==> src/rtl/pipelined_barrel_shifter_if.sv <==
// Handshake bundle for the pipelined barrel shifter: operand/control in, result/tag out.
// Latency: none, this is wiring only.
// Backpressure: in_ready/out_ready carry stall information between producer and unit.
interface pipelined_barrel_shifter_if #(
    parameter int WIDTH = 32,
    parameter int TAG_W = 5
);
    localparam int SHAMT_W = $clog2(WIDTH);

    logic               in_valid;
    logic               in_ready;
    logic [WIDTH-1:0]   data_input;
    logic [SHAMT_W-1:0] ctrl_shiftamt;
    logic [1:0]         ctrl_mode;
    logic [TAG_W-1:0]   in_tag;
    logic               out_valid;
    logic               out_ready;
    logic [WIDTH-1:0]   data_result;
    logic [TAG_W-1:0]   out_tag;
`ifdef SHIFTER_STATUS_EN
    logic               out_zero;
    logic               out_carry;

    modport master (
        output in_valid, data_input, ctrl_shiftamt, ctrl_mode, in_tag, out_ready,
        input  in_ready, out_valid, data_result, out_tag, out_zero, out_carry
    );
    modport slave (
        input  in_valid, data_input, ctrl_shiftamt, ctrl_mode, in_tag, out_ready,
        output in_ready, out_valid, data_result, out_tag, out_zero, out_carry
    );
`else
    modport master (
        output in_valid, data_input, ctrl_shiftamt, ctrl_mode, in_tag, out_ready,
        input  in_ready, out_valid, data_result, out_tag
    );
    modport slave (
        input  in_valid, data_input, ctrl_shiftamt, ctrl_mode, in_tag, out_ready,
        output in_ready, out_valid, data_result, out_tag
    );
`endif
endinterface

==> src/rtl/pipelined_barrel_shifter.sv <==
// Pipelined barrel shifter (SLL/SRL/SRA/ROR) with tag sideband; SHIFTER_STATUS_EN adds out_zero/out_carry.
// Latency: ceil(SHAMT_W/REG_EVERY) cycles from accepted input to out_valid, one op per cycle.
// Backpressure: the whole pipe freezes while out_valid && !out_ready; in_ready is the inverse of that stall.
module pipelined_barrel_shifter #(
    parameter int WIDTH     = 32,
    parameter int REG_EVERY = 2,
    parameter int TAG_W     = 5
) (
    input logic                       clock,
    input logic                       reset,
    pipelined_barrel_shifter_if.slave bus
);
    localparam int SHAMT_W = $clog2(WIDTH);
    localparam int NSTG    = (SHAMT_W + REG_EVERY - 1) / REG_EVERY;

    localparam logic [1:0] MODE_SLL = 2'b00;
    localparam logic [1:0] MODE_SRL = 2'b01;
    localparam logic [1:0] MODE_SRA = 2'b10;

    logic stall;

    // One mux level: shift by amt in the selected mode. SRA fills with the
    // sign of the original operand, which travels down the pipe alongside.
    function automatic logic [WIDTH-1:0] lvl_shift(input logic [WIDTH-1:0] d,
                                                   input logic [1:0]       mode,
                                                   input logic             sign,
                                                   input int               amt);
        logic [WIDTH-1:0] res;
        logic [WIDTH-1:0] fill;
        fill = sign ? ~({WIDTH{1'b1}} >> amt) : '0;
        case (mode)
            MODE_SLL: res = d << amt;
            MODE_SRL: res = d >> amt;
            MODE_SRA: res = (d >> amt) | fill;
            default:  res = (d >> amt) | (d << (WIDTH - amt));
        endcase
        return res;
    endfunction

`ifdef SHIFTER_STATUS_EN
    // Last bit to leave the word at this level. For ROR that bit lands in
    // the MSB, which is the same bit as the right-shift case.
    function automatic logic lvl_carry(input logic [WIDTH-1:0] d,
                                       input logic [1:0]       mode,
                                       input int               amt);
        logic [WIDTH-1:0] lo_side;
        logic [WIDTH-1:0] hi_side;
        lo_side = d >> (amt - 1);
        hi_side = d << (amt - 1);
        return (mode == MODE_SLL) ? hi_side[WIDTH-1] : lo_side[0];
    endfunction
`endif

    for (genvar s = 0; s < NSTG; s++) begin : g_stg
        localparam int LO   = s * REG_EVERY;
        localparam int RW   = SHAMT_W - LO;
        localparam int NLVL = (RW < REG_EVERY) ? RW : REG_EVERY;
        localparam bit LAST = (s == NSTG - 1);

        logic             v_in;
        logic [WIDTH-1:0] d_in;
        logic [RW-1:0]    sh_in;
        logic [RW-1:0]    sh_bits;
        logic [1:0]       mode_in;
        logic             sign_in;
        logic [TAG_W-1:0] tag_in;
        logic [WIDTH-1:0] data_d;
        logic             vld_q;
        logic [WIDTH-1:0] data_q;
        logic [TAG_W-1:0] tag_q;
`ifdef SHIFTER_STATUS_EN
        logic             c_in;
        logic             carry_d;
        logic             carry_q;
`endif

        if (s == 0) begin : g_src
            assign v_in    = bus.in_valid;
            assign d_in    = bus.data_input;
            assign sh_in   = bus.ctrl_shiftamt;
            assign mode_in = bus.ctrl_mode;
            assign sign_in = bus.data_input[WIDTH-1];
            assign tag_in  = bus.in_tag;
`ifdef SHIFTER_STATUS_EN
            assign c_in    = 1'b0;
`endif
        end else begin : g_link
            assign v_in    = g_stg[s-1].vld_q;
            assign d_in    = g_stg[s-1].data_q;
            assign sh_in   = g_stg[s-1].g_ctl.sh_q;
            assign mode_in = g_stg[s-1].g_ctl.mode_q;
            assign sign_in = g_stg[s-1].g_ctl.sign_q;
            assign tag_in  = g_stg[s-1].tag_q;
`ifdef SHIFTER_STATUS_EN
            assign c_in    = g_stg[s-1].carry_q;
`endif
        end

        // Apply this stage's mux levels; level (LO+j) shifts by 2^(LO+j)
        always_comb begin
            data_d  = d_in;
            sh_bits = '0;
`ifdef SHIFTER_STATUS_EN
            carry_d = c_in;
`endif
            for (int j = 0; j < NLVL; j++) begin
                sh_bits = sh_in >> j;
                if (sh_bits[0]) begin
`ifdef SHIFTER_STATUS_EN
                    carry_d = lvl_carry(data_d, mode_in, 1 << (LO + j));
`endif
                    data_d = lvl_shift(data_d, mode_in, sign_in, 1 << (LO + j));
                end
            end
        end

        // Stage register bank: advances with the whole pipe, holds on stall
        always_ff @(posedge clock) begin
            if (!reset) begin
                vld_q   <= 1'b0;
                data_q  <= '0;
                tag_q   <= '0;
`ifdef SHIFTER_STATUS_EN
                carry_q <= 1'b0;
`endif
            end else if (!stall) begin
                vld_q   <= v_in;
                data_q  <= data_d;
                tag_q   <= tag_in;
`ifdef SHIFTER_STATUS_EN
                carry_q <= carry_d;
`endif
            end
        end

        if (!LAST) begin : g_ctl
            logic [RW-REG_EVERY-1:0] sh_q;
            logic [1:0]              mode_q;
            logic                    sign_q;

            // Forward only the shift-amount bits later stages still consume
            always_ff @(posedge clock) begin
                if (!reset) begin
                    sh_q   <= '0;
                    mode_q <= '0;
                    sign_q <= 1'b0;
                end else if (!stall) begin
                    sh_q   <= sh_in[RW-1:REG_EVERY];
                    mode_q <= mode_in;
                    sign_q <= sign_in;
                end
            end
        end
    end

    // The final bank doubles as the output register
    assign stall           = g_stg[NSTG-1].vld_q && !bus.out_ready;
    assign bus.in_ready    = !stall;
    assign bus.out_valid   = g_stg[NSTG-1].vld_q;
    assign bus.data_result = g_stg[NSTG-1].data_q;
    assign bus.out_tag     = g_stg[NSTG-1].tag_q;

`ifdef SHIFTER_STATUS_EN
    logic zero_q;

    // Zero flag registered alongside the final data bank
    always_ff @(posedge clock) begin
        if (!reset) begin
            zero_q <= 1'b0;
        end else if (!stall) begin
            zero_q <= (g_stg[NSTG-1].data_d == '0);
        end
    end

    assign bus.out_zero  = zero_q;
    assign bus.out_carry = g_stg[NSTG-1].carry_q;
`endif
endmodule

==> src/flat_wrapper.sv <==
// flat-port wrapper written by rule: the top's interface ports become plain ports
module pipelined_barrel_shifter_flat 
#(
    parameter int WIDTH     = 32,
    parameter int REG_EVERY = 2,
    parameter int TAG_W     = 5
)
  (clock, reset, bus_in_valid, bus_data_input, bus_ctrl_shiftamt, bus_ctrl_mode, bus_in_tag, bus_out_ready, bus_in_ready, bus_out_valid, bus_data_result, bus_out_tag);
  pipelined_barrel_shifter_if #(.WIDTH(WIDTH), .TAG_W(TAG_W)) bus_i ();
  input logic clock;
  input logic reset;
  input wire logic [$bits(bus_i.in_valid)-1:0] bus_in_valid;
  input wire logic [$bits(bus_i.data_input)-1:0] bus_data_input;
  input wire logic [$bits(bus_i.ctrl_shiftamt)-1:0] bus_ctrl_shiftamt;
  input wire logic [$bits(bus_i.ctrl_mode)-1:0] bus_ctrl_mode;
  input wire logic [$bits(bus_i.in_tag)-1:0] bus_in_tag;
  input wire logic [$bits(bus_i.out_ready)-1:0] bus_out_ready;
  output wire logic [$bits(bus_i.in_ready)-1:0] bus_in_ready;
  output wire logic [$bits(bus_i.out_valid)-1:0] bus_out_valid;
  output wire logic [$bits(bus_i.data_result)-1:0] bus_data_result;
  output wire logic [$bits(bus_i.out_tag)-1:0] bus_out_tag;
  assign bus_i.in_valid = bus_in_valid;
  assign bus_i.data_input = bus_data_input;
  assign bus_i.ctrl_shiftamt = bus_ctrl_shiftamt;
  assign bus_i.ctrl_mode = bus_ctrl_mode;
  assign bus_i.in_tag = bus_in_tag;
  assign bus_i.out_ready = bus_out_ready;
  assign bus_in_ready = bus_i.in_ready;
  assign bus_out_valid = bus_i.out_valid;
  assign bus_data_result = bus_i.data_result;
  assign bus_out_tag = bus_i.out_tag;
  pipelined_barrel_shifter #(.WIDTH(WIDTH), .REG_EVERY(REG_EVERY), .TAG_W(TAG_W)) u_core (.clock(clock), .reset(reset), .bus(bus_i));
endmodule
==> config.mk <==
export PLATFORM = sky130hd
export DESIGN_NAME = pipelined_barrel_shifter_flat
export DESIGN_NICKNAME = d
export VERILOG_FILES = /design/src/rtl/pipelined_barrel_shifter_if.sv /design/src/rtl/pipelined_barrel_shifter.sv /design/src/flat_wrapper.sv
export SDC_FILE = /design/constraint.sdc
export NUM_CORES = 1
export LEC_CHECK = 0
export BUFFER_PORTS_ARGS = -buffer_cell sky130_fd_sc_hd__buf_2
export CORE_ASPECT_RATIO = 1.25
export CORE_MARGIN = 2
export CORE_UTILIZATION = 30
export DETAILED_ROUTE_END_ITERATION = 8
export PLACE_DENSITY = 0.53
export REMOVE_ABC_BUFFERS = 1
export SYNTH_ARGS = -nofsm -noshare
export SYNTH_HDL_FRONTEND = slang
export SYNTH_SLANG_ARGS = --single-unit
==> constraint.sdc <==
create_clock -name clock -period 1.5 [get_ports clock]
set_input_delay 0.075 -clock clock [delete_from_list [all_inputs] [get_ports clock]]
set_output_delay 0.075 -clock clock [all_outputs]
set_load 0.05 [all_outputs]
==> metrics.txt <==
fin crit share=102%; final hold vios=0; full die area=around 28000 sq um; Compound-Gate Fraction of Synth Area=between 30 and 40%; Max Cap Violations=0; share of cells above drive strength 1=29.2%; fmax=around 650 MHz; ys async rst share=0%; most common cell after layout, fill and taps aside=buf_4; antenna-violating nets left=0; WP data required=approximately 1.9 ns; Ys Warns=0; pin count of the biggest net entering global routing=43; total length of routed met2 wires=13700 um; metal3 WL=about 1500 um; Syn Std Cell Area=between 8000 and 9000 sq um; Setup Viol. Count Final=1; synthesized area per cell=between 7 and 8 sq um; post-layout min period=1.53 ns; vias in the first global route=~8000; IO Count=between 80 and 90; worst-path maximum fanout=19; Startpoint Class=register; FP Rows=67; RSZ-0062 raised after global routing=yes; worst skew pair latency=around 0.41 ns; Critical Setup Path Class=reg2reg; post-synthesis cell count=about 1000; adder-cell share of the synthesized area=0%; Worst path max stage delay=about 0.52 ns; cell types occupying the most area after synthesis=dfxtp_1 (31%), o21ai_0 (7.7%), a21oi_1 (6.0%), mux2i_1 (5.2%), nand2_1 (4.1%); Leak=0.00415 uW; die height=187 um; chip width=roughly 150 um; clk buf depth=2; setup ws final=-0.0335 ns; initial antenna violation count=0; Initial Util=between 30 and 40%; initial DRC count=583; Area Growth Syn to Fin=33.5%; CP endpoint kind=register; most frequent cells in the layout=buf_4 (133), dfxtp_1 (119), o21ai_0 (117), a21oi_1 (94), nand2_1 (86); diodes inserted=0; nets=~1300; top sig layer=met4; drt first pass iters=4; number of synthesized flops with an enable pin=0; Pwr per Cell Area=slightly below 1000 nW/um^2; Tightest Hold Check Type=in2reg; Reg area=roughly 2500 sq um; Vias=roughly 8600; multi-input logic area=5170 sq um; drt drc=0; XOR/XNOR share of the synthesized area=0%; Detailed Route WL=about 28000 um; CP Data Arrival Time=1.88 ns; first-pass GRT wire length=about 45000 um; VDD IR-drop max=between 0.7 and 0.8 mV; H-tree levels=4; RD Place Congestion=between 0.9 and 1; met1 WL=approximately 13000 um; status=finished with violations; relative slew slack=between 70 and 80%; Core Util, Final=around two fifths; fillers=approximately 2800; HPWL after detailed placement=a little over 20000 um; Top FF cell, synth=dfxtp_1; Clock Sinks=about 120; Slew @ Worst Pin=~0.43 ns; failing checks=setup timing; sequential area share after synthesis=a little under a third; area leader, netlist=dfxtp_1; largest family of logic cells by synthesized area=compound AO/OA/AOI/OAI gates; clock-pin slew on the worst setup and hold paths=0.06 ns; Unique masters post-synth=54; Vias/cell=approximately 5.5; Simple-Gate Fraction of Synth Area=a little under a fifth; clk root buf=clkbuf_16; Post-Route Skew=between 0.005 and 0.006 ns; Inserted Clock Buffers=17; Core Region=between 20000 and 30000 sq um; share of the synthesized area in the top cell type=30.8%; mux cell area share after synthesis=a little under a tenth; Slew Limit Fails=0; crit-path cells=buf_12, or3b_2, a311oi_2, nor3_1, a21oi_1; slowest CP cell=or3b_2; Post-Place Setup Slack=-0.216 ns; total global-route track usage=19.9%; FF+latch count, synth=between 100 and 150; routed wire length per instance=18.3 um; CTS tree=done; gr ovfl total=0; Port Buffers=86
state kept, by name, indices dropped and copies added (netlist names):
name / count
u_core.bus.data_result: 32
u_core.bus.out_tag: 5
u_core.bus.out_valid: 1
u_core.g_stg.data_q: 64
u_core.g_stg.g_ctl.mode_q: 4
u_core.g_stg.g_ctl.sh_q: 4
u_core.g_stg.g_ctl.sign_q: 2
u_core.g_stg.tag_q: 10
u_core.g_stg.vld_q: 2
worst max-delay path, delay by kind of cell (launching register included):
family                 cells  cell delay, ns
flip-flops                 1            0.35
buffers and inverters      1            0.15
AND/OR/NAND/NOR            2            0.61
AO/OA/AOI/OAI              2            0.36
per-layer routing:
layer  track usage (%)  vias to the layer above
met2              33.0                      276
li1                  -                     4228
met1              27.3                     4064
met3              2.85                       24
met5                 0                        -
met4              4.64                        0
where the power goes:
group	switching [uW]	total [uW]	internal, uW
clock	1620	4330	2710
combinational	1430	2540	1110
sequential	255	3810	3560
final cells by class:
cell class	count	share of cell area, %
Sequential cell	124	23.1
Inverter	17	0.697
Timing Repair inverter	1	0.0581
Clock buffer	19	4.21
Clock inverter	13	1.52
Multi-Input combinational cell	788	48.0
Tap cell	345	4.01
Timing Repair Buffer	254	18.3
cell usage after synthesis, types with 3 or more instances:
cell type,n
a211o_1,4
a211oi_1,5
a21boi_0,32
a21oi_1,97
a221oi_1,18
a311o_1,4
a311oi_1,20
a31o_2,3
a31oi_1,37
a41oi_1,3
and3_1,3
buf_1,9
buf_2,34
clkbuf_1,71
dfxtp_1,124
inv_1,16
mux2_2,5
mux2i_1,42
mux4_2,13
nand2_1,88
nand2b_1,6
nand3_1,45
nand3b_1,6
nand4_1,3
nor2_1,70
nor2b_1,7
nor3_1,16
nor3b_1,16
o211a_1,4
o211ai_1,20
o21a_1,20
o21ai_0,124
o21ai_1,3
o221a_2,6
o221ai_1,7
o22a_1,8
o22ai_1,7
or3b_1,15
or3b_2,14
logic make-up (layout without fill, tap and decap cells):
logic type | count (synthesis) | in the layout
flops | 124 | 124
mux | 60 | 60
compound gates | 432 | 432
buf+inv | 134 | 304
simple gates | 296 | 296
final timing paths:
kind	cells after the start	to	slack, ns	start
worst max-delay path	5	u_core.g_stg[1].data_q[15]	-0.03	u_core.g_stg[0].g_ctl.mode_q[1]
worst min-delay path	3	u_core.g_stg[0].data_q[30]	0.07	reset
worst max register to register	5	u_core.g_stg[1].data_q[15]	-0.03	u_core.g_stg[0].g_ctl.mode_q[1]
worst min register to register	2	u_core.bus.out_tag[2]	0.46	u_core.bus.out_tag[2]
stage by stage:
stage,cell area [sq um],std cells,hold WS [ns],total power [uW],setup TNS [ns]
after global routing,10800,1561,0.0549,11100,-0.324
after floorplan,7570,929,0.176,5150,-675.18
after global placement,9730,1511,0.331,6260,-1.83
after CTS,10500,1554,0.0462,10700,-0.0494
after detailed placement,9730,1511,0.342,6260,-2.57
final,10800,1561,0.0657,10700,-0.0335
repair_timing:
action	in CTS	in global routing
pin swaps	6	6
hold buffers	10	0
buffers inserted	0	5
resized for setup	26	36
endpoints found under the setup margin	39	34
gates cloned	1	2
hold endpoints to repair	10	0
Power figures use the tool's default switching activity.
